[config.mk]
export PLATFORM = sky130hd
export DESIGN_NAME = mmio_slot_master
export DESIGN_NICKNAME = d
export VERILOG_FILES = /design/src/rtl/mmio_slot_master.sv
export SDC_FILE = /design/constraint.sdc
export NUM_CORES = 1
export LEC_CHECK = 0
export ABC_AREA = 1
export CAP_MARGIN = 10
export CORE_MARGIN = 1
export CORE_UTILIZATION = 30
export DETAILED_ROUTE_END_ITERATION = 12
export GPL_TIMING_DRIVEN = 0
export PLACE_DENSITY = 0.66
export SETUP_SLACK_MARGIN = 0.4
export SLEW_MARGIN = 30
export SYNTH_ARGS = -nofsm -noshare
export SYNTH_HDL_FRONTEND = slang
export SYNTH_SLANG_ARGS = --single-unit
[constraint.sdc]
create_clock -name clk -period 1.6 [get_ports clk]
set_input_delay 0.32 -clock clk [delete_from_list [all_inputs] [get_ports clk]]
set_output_delay 0.32 -clock clk [all_outputs]
set_load 0.05 [all_outputs]
[src/rtl/mmio_slot_master.sv]
// Single initiator of the MMIO slot bus: takes one CPU load/store, drives the decoded slot
// until it reports done/error (or times out), then hands back a response.
module mmio_slot_master #(
    parameter int NUM_SLOTS      = 4,
    parameter int ADDR_W         = 16,
    parameter int TIMEOUT_CYCLES = 255
) (
    input  logic                      clk,
    input  logic                      arst_n,
    input  logic                      req_valid,
    output logic                      req_ready,
    input  logic                      req_write,
    input  logic [ADDR_W-1:0]         req_addr,
    input  logic [31:0]               req_wdata,
    output logic                      resp_valid,
    input  logic                      resp_ready,
    output logic [31:0]               resp_rdata,
    output logic [1:0]                resp_err,
    output logic [NUM_SLOTS-1:0]      chip_select,
    output logic                      read,
    output logic                      write,
    output logic [7:0]                addr,
    output logic [31:0]               wr_data,
    output logic                      transaction_completed,
    input  logic [NUM_SLOTS*32-1:0]   slot_rd_data,
    input  logic [NUM_SLOTS-1:0]      slot_wr_done,
    input  logic [NUM_SLOTS-1:0]      slot_rd_done,
    input  logic [NUM_SLOTS-1:0]      slot_slave_error,
    input  logic [NUM_SLOTS-1:0]      slot_decode_error
);
    localparam int TIMER_W = $clog2(TIMEOUT_CYCLES + 1);

    localparam logic [1:0] ERR_OK      = 2'b00;
    localparam logic [1:0] ERR_SLAVE   = 2'b01;
    localparam logic [1:0] ERR_DECODE  = 2'b10;
    localparam logic [1:0] ERR_TIMEOUT = 2'b11;

    typedef enum logic [1:0] {IDLE, ACCESS, COMPLETE, RESP} state_t;

    state_t               state_q, state_d;
    logic [NUM_SLOTS-1:0] chip_select_q, chip_select_d;
    logic                 read_q, read_d;
    logic                 write_q, write_d;
    logic [7:0]           addr_q, addr_d;
    logic [31:0]          wr_data_q, wr_data_d;
    logic                 transaction_completed_q, transaction_completed_d;
    logic                 resp_valid_q, resp_valid_d;
    logic [31:0]          resp_rdata_q, resp_rdata_d;
    logic [1:0]           resp_err_q, resp_err_d;
    logic [TIMER_W-1:0]   timer_q, timer_d;

    logic [31:0]          req_idx;
    logic                 req_idx_ok;
    logic [NUM_SLOTS-1:0] req_onehot;
    logic [31:0]          sel_rd_data;
    logic                 sel_slave_err;
    logic                 sel_decode_err;
    logic                 sel_done;
    logic                 timed_out;

    assign req_idx    = 32'(req_addr[ADDR_W-1:8]);
    assign req_idx_ok = req_idx < 32'(NUM_SLOTS);
    assign req_onehot = NUM_SLOTS'(1) << req_idx;

    // The registered one-hot chip select doubles as the slot selector for the return path.
    always_comb begin
        sel_rd_data = '0;
        for (int i = 0; i < NUM_SLOTS; i++) begin
            if (chip_select_q[i]) begin
                sel_rd_data = sel_rd_data | slot_rd_data[32*i +: 32];
            end
        end
    end

    assign sel_slave_err  = |(slot_slave_error & chip_select_q);
    assign sel_decode_err = |(slot_decode_error & chip_select_q);
    assign sel_done       = (state_q == ACCESS) &&
                            (|((slot_wr_done | slot_rd_done) & chip_select_q) ||
                             sel_slave_err || sel_decode_err);
    assign timed_out      = (state_q == ACCESS) && !sel_done &&
                            (timer_q == TIMER_W'(TIMEOUT_CYCLES - 1));

    always_ff @(posedge clk or negedge arst_n) begin
        if (!arst_n) begin
            state_q <= IDLE;
        end else begin
            state_q <= state_d;
        end
    end

    always_comb begin
        state_d = state_q;
        case (state_q)
            IDLE:     if (req_valid) state_d = req_idx_ok ? ACCESS : RESP;
            ACCESS:   if (sel_done || timed_out) state_d = COMPLETE;
            COMPLETE: state_d = RESP;
            RESP:     if (resp_ready) state_d = IDLE;
            default:  state_d = IDLE;
        endcase
    end

    // Every visible output is a flop loaded from the transition being taken this cycle.
    always_comb begin
        chip_select_d           = chip_select_q;
        read_d                  = read_q;
        write_d                 = write_q;
        addr_d                  = addr_q;
        wr_data_d               = wr_data_q;
        timer_d                 = timer_q;
        resp_rdata_d            = resp_rdata_q;
        resp_err_d              = resp_err_q;
        transaction_completed_d = (state_d == COMPLETE);
        resp_valid_d            = (state_d == RESP);
        case (state_q)
            IDLE: begin
                if (req_valid) begin
                    timer_d = '0;
                    if (req_idx_ok) begin
                        chip_select_d = req_onehot;
                        read_d        = !req_write;
                        write_d       = req_write;
                        addr_d        = req_addr[7:0];
                        wr_data_d     = req_wdata;
                    end else begin
                        resp_err_d   = ERR_DECODE;
                        resp_rdata_d = '0;
                    end
                end
            end
            ACCESS: begin
                timer_d = timer_q + 1'b1;
                if (sel_done) begin
                    chip_select_d = '0;
                    read_d        = 1'b0;
                    write_d       = 1'b0;
                    resp_err_d    = sel_decode_err ? ERR_DECODE :
                                    sel_slave_err  ? ERR_SLAVE  : ERR_OK;
                    resp_rdata_d  = (read_q && !sel_decode_err && !sel_slave_err) ?
                                    sel_rd_data : '0;
                end else if (timed_out) begin
                    chip_select_d = '0;
                    read_d        = 1'b0;
                    write_d       = 1'b0;
                    resp_err_d    = ERR_TIMEOUT;
                    resp_rdata_d  = '0;
                end
            end
            RESP: begin
                if (resp_ready) begin
                    resp_err_d   = ERR_OK;
                    resp_rdata_d = '0;
                end
            end
            default: begin
            end
        endcase
    end

    always_ff @(posedge clk or negedge arst_n) begin
        if (!arst_n) begin
            chip_select_q           <= '0;
            read_q                  <= 1'b0;
            write_q                 <= 1'b0;
            addr_q                  <= '0;
            wr_data_q               <= '0;
            transaction_completed_q <= 1'b0;
            resp_valid_q            <= 1'b0;
            resp_rdata_q            <= '0;
            resp_err_q              <= '0;
            timer_q                 <= '0;
        end else begin
            chip_select_q           <= chip_select_d;
            read_q                  <= read_d;
            write_q                 <= write_d;
            addr_q                  <= addr_d;
            wr_data_q               <= wr_data_d;
            transaction_completed_q <= transaction_completed_d;
            resp_valid_q            <= resp_valid_d;
            resp_rdata_q            <= resp_rdata_d;
            resp_err_q              <= resp_err_d;
            timer_q                 <= timer_d;
        end
    end

    assign req_ready             = (state_q == IDLE);
    assign chip_select           = chip_select_q;
    assign read                  = read_q;
    assign write                 = write_q;
    assign addr                  = addr_q;
    assign wr_data               = wr_data_q;
    assign transaction_completed = transaction_completed_q;
    assign resp_valid            = resp_valid_q;
    assign resp_rdata            = resp_rdata_q;
    assign resp_err              = resp_err_q;

endmodule

==> results by group, run 1 <==
Pwr
  – Comb power frac: 0.443
  – IR Drop Worst-Case VDD: 0.000529 V
  – Net Sw Frac: 0.361
  – Clock power share: 0.251
  – Pwr dens: 975 mW/mm²
  – Psw: 3.33 mW
  – Share of power burned in registers: 0.305
  – Leakage power: 4.48 nW
  – Overall Power: 9.23 mW
  – Internal power: 5.89 mW

Route
  – Via-per-instance ratio: 4.61
  – Detailed Route WL: 18.9 mm
  – DRC Markers: 0
  – Initial drt markers: 227
  – Via count: 5313
  – DRT Pass-1 Iters: 5
  – Detail Route Antenna Nets: 0
  – WL/cell: 16.4 µm

STA
  – Slew headroom: 0.520
  – Total Negative Setup Slacks: -3990 ps
  – Max Slew Vio Count: 0
  – Post-route worst setup slack: -133 ps
  – Max Clock Freq: 577 MHz
  – Fin. Hold Viols: 0
  – Fin crit share: 1.08
  – Actual slew at the worst max-slew pin: 719 ps
  – Hold_ws: 432 ps
  – Tmin final: 1730 ps
  – RSZ-0062 raised after global routing: yes
  – Final Setup Violations: 51
  – Worst Clk Skew: 8.44 ps

CTS
  – CTS Buffer Depth: 2
  – Reg clk slew, reported paths: 70 ps
  – CTS tree: done
  – Clk_lat worst skew: 350 ps
  – CTS Sinks: 92
  – Htree depth: 3
  – Root buf cell: clkbuf_16
  – TritonCTS buffer count: 9

Finish
  – Register area: 0.00231 mm²
  – Area of the multi-input gates: 0.00226 mm²
  – P&R area growth vs syn: 101%
  – Core Util, Final: 0.620
  – Filler Cell Count: 1307
  – Share of layout cells above drive strength 1: 0.350
  – Number of diodes: 0
  – Final instance area: 0.00947 mm²
  – Layout Nets: 1135

Synthesis
  – Most used DFF post-synth: dfrtp_1
  – Post-synthesis cell count: 566
  – Yosys warning count: 0
  – Netlist cell types: 27
  – Cell Area, Synth: 0.00471 mm²
  – Leading area contributor after synthesis: dfrtp_1
  – Post-synth EDFFs: 0
  – Syn_nets: 765
  – Ys async rst share: 1.00
  – Top cells by area, synth: dfrtp_1 49%, nand2_1 15%, o21ai_2 7.4%
  – Synth top area share: 0.488
  – Mean Syn Cell Area: 8.33 µm²
  – Commonest cells post-synth: 188 x nand2_1, 92 x dfrtp_1, 53 x inv_1, 40 x o21ai_2
  – Yosys reg bits: 92
  – Share of the yosys chip area belonging to registers: 0.488
  – Count leader, synth: nand2_1

Worst hold path
  – Hold wc startpoint: req_addr[10]
  – Hold WC Path Type: in2reg

Floorplan
  – Die X: 127 µm
  – Starting Density: 0.309
  – Core box area: 0.0153 mm²
  – Vert. Die Dim: 127 µm
  – Die area: 0.0162 mm²
  – Io pins: 280
  – Std cell rows: 45

Worst setup path
  – CP Class: reg2reg
  – Worst setup EP type: flip-flop
  – Crit Path Max Fanout: 8
  – Element type at the critical path start: flip-flop
  – CP peak stage delay: 420 ps
  – Critical path cell sequence: buf_8 -> nand2_2 -> nand2_1 -> nor2_2 -> nand2_1 -> inv_2 -> nand4_4 -> nand3_4 -> clkbuf_16 -> nand2_2 -> o21ai_1
  – CP arrival: 2000 ps
  – Crit path launch: chip_select[0]
  – Slowest CP cell: dfrtp_2
  – Worst reg2reg path startpoint: chip_select[0]
  – CP required: 1870 ps

Global route
  – Largest net degree at the start of global routing: 54
  – Total GRT Usage: 0.226
  – Initial antenna violation count: 0
  – Grt ovf: 0
  – First-pass GRT wire length: 27.6 mm
  – Number of global-route vias before repair: 5057

Flow run
  – Max Cap Viol: 0

Run status
  – Violated checks: setup timing
  – Outcome: complete, but fails checks

Place
  – Port Buffer Count: 279
  – Final GP Congestion: 0.854
  – HPWL after DPL: 13.5 mm
  – Area post-placement: 0.00784 mm²
power by group through the flow:
stage / registers, mW / clock network (mW) / logic, mW
after global routing: 2.84 / 2.45 / 4.35
after floorplan: 3.45 / 0 / 1.10
final: 2.82 / 2.32 / 4.09
after global placement: 2.82 / 0 / 2.99
after detailed placement: 2.82 / 0 / 3.02
after CTS: 2.81 / 2.35 / 3.33
critical path, delay by kind of cell (launching register included):
kind	cells	cell delay [ps]
AND/OR/NAND/NOR	7	710
buffers and inverters	3	440
flip-flops	1	420
AO/OA/AOI/OAI	1	70
per-stage QoR:
step | cells | setup slack [ps]
after global routing | 1152 | -248
after floorplan | 566 | -28.3
final | 1152 | -133
after CTS | 1115 | -44.3
after global placement | 1056 | -3700
after detailed placement | 1057 | -450
layer usage:
metal  up-vias  track usage  wire [µm]
li1       2601            -          -
met1      2481        0.290       7730
met2       209        0.378       9580
met3        22       0.0394       1230
met4         0       0.0861        365
met5         -            0          0
final cells by class:
cell class                 count  area share
clock buffer                  11      0.0256
clock inverter                 5     0.00793
tap                          211      0.0279
sequential                    92       0.244
timing repair buffer         359       0.399
inverter                      54      0.0214
multi-input combinational    387       0.239
buffer                        33      0.0353
final timing paths:
kind / slack [ps] / to / cells past startpoint
max: -130 / resp_rdata[6] / 11
min reg2reg: 500 / wr_data[14] / 2
min: 430 / chip_select[3] / 4
max reg2reg: -130 / resp_rdata[6] / 11
min in group asynchronous: 450 / wr_data[0] / 2
max in group asynchronous: 530 / chip_select[2] / 3
cell usage in the layout, fill, tap and decap left out, drive strengths merged:
cell type / n
inv: 54
a221oi: 12
nor2: 15
nor3: 2
buf: 182
nand3: 33
clkdlybuf4s15: 3
or2: 2
dlygate4sd2: 2
clkbuf: 26
a21oi: 22
dlygate4sd3: 1
nand3b: 1
nand2: 189
o21ai: 95
o22ai: 1
dfrtp: 92
clkdlybuf4s50: 189
clkinv: 3
nand4: 4
bufinv: 2
ha: 2
a22o: 9
sequential cells by signal, summed over array words and instances (netlist names):
register               flops
addr                       8
chip_select                4
read                       1
resp_err                   2
resp_rdata                32
resp_valid                 1
state_q                    2
timer_q                    8
transaction_completed      1
wr_data                   32
write                      1
timing repair:
action	CTS	global route
resized for setup	637	87
hold buffers	1	0
gates cloned	7	3
hold endpoints to repair	39	0
pin swaps	10	15
setup buffers	34	34
endpoints found under the setup margin	172	171
cells by family (layout without fill, tap and decap cells):
kind of cell | Yosys count | in the layout | share of synthesized area
adders and majority gates | 2 | 2 | 0.00531
and+or+nand+nor | 246 | 246 | 0.215
buffers and inverters | 87 | 462 | 0.0939
DFF | 92 | 92 | 0.488
AOI/OAI and AO/OA | 139 | 139 | 0.197
Note: power is estimated with default switching activity, not from simulation.
==> run 2, diff against run 1 <==
- CTS_CLUSTER_DIAMETER: not set -> 50
==> results of run 2 <==
Same layout as run 1: the final DEF is identical, and so are final timing and power.
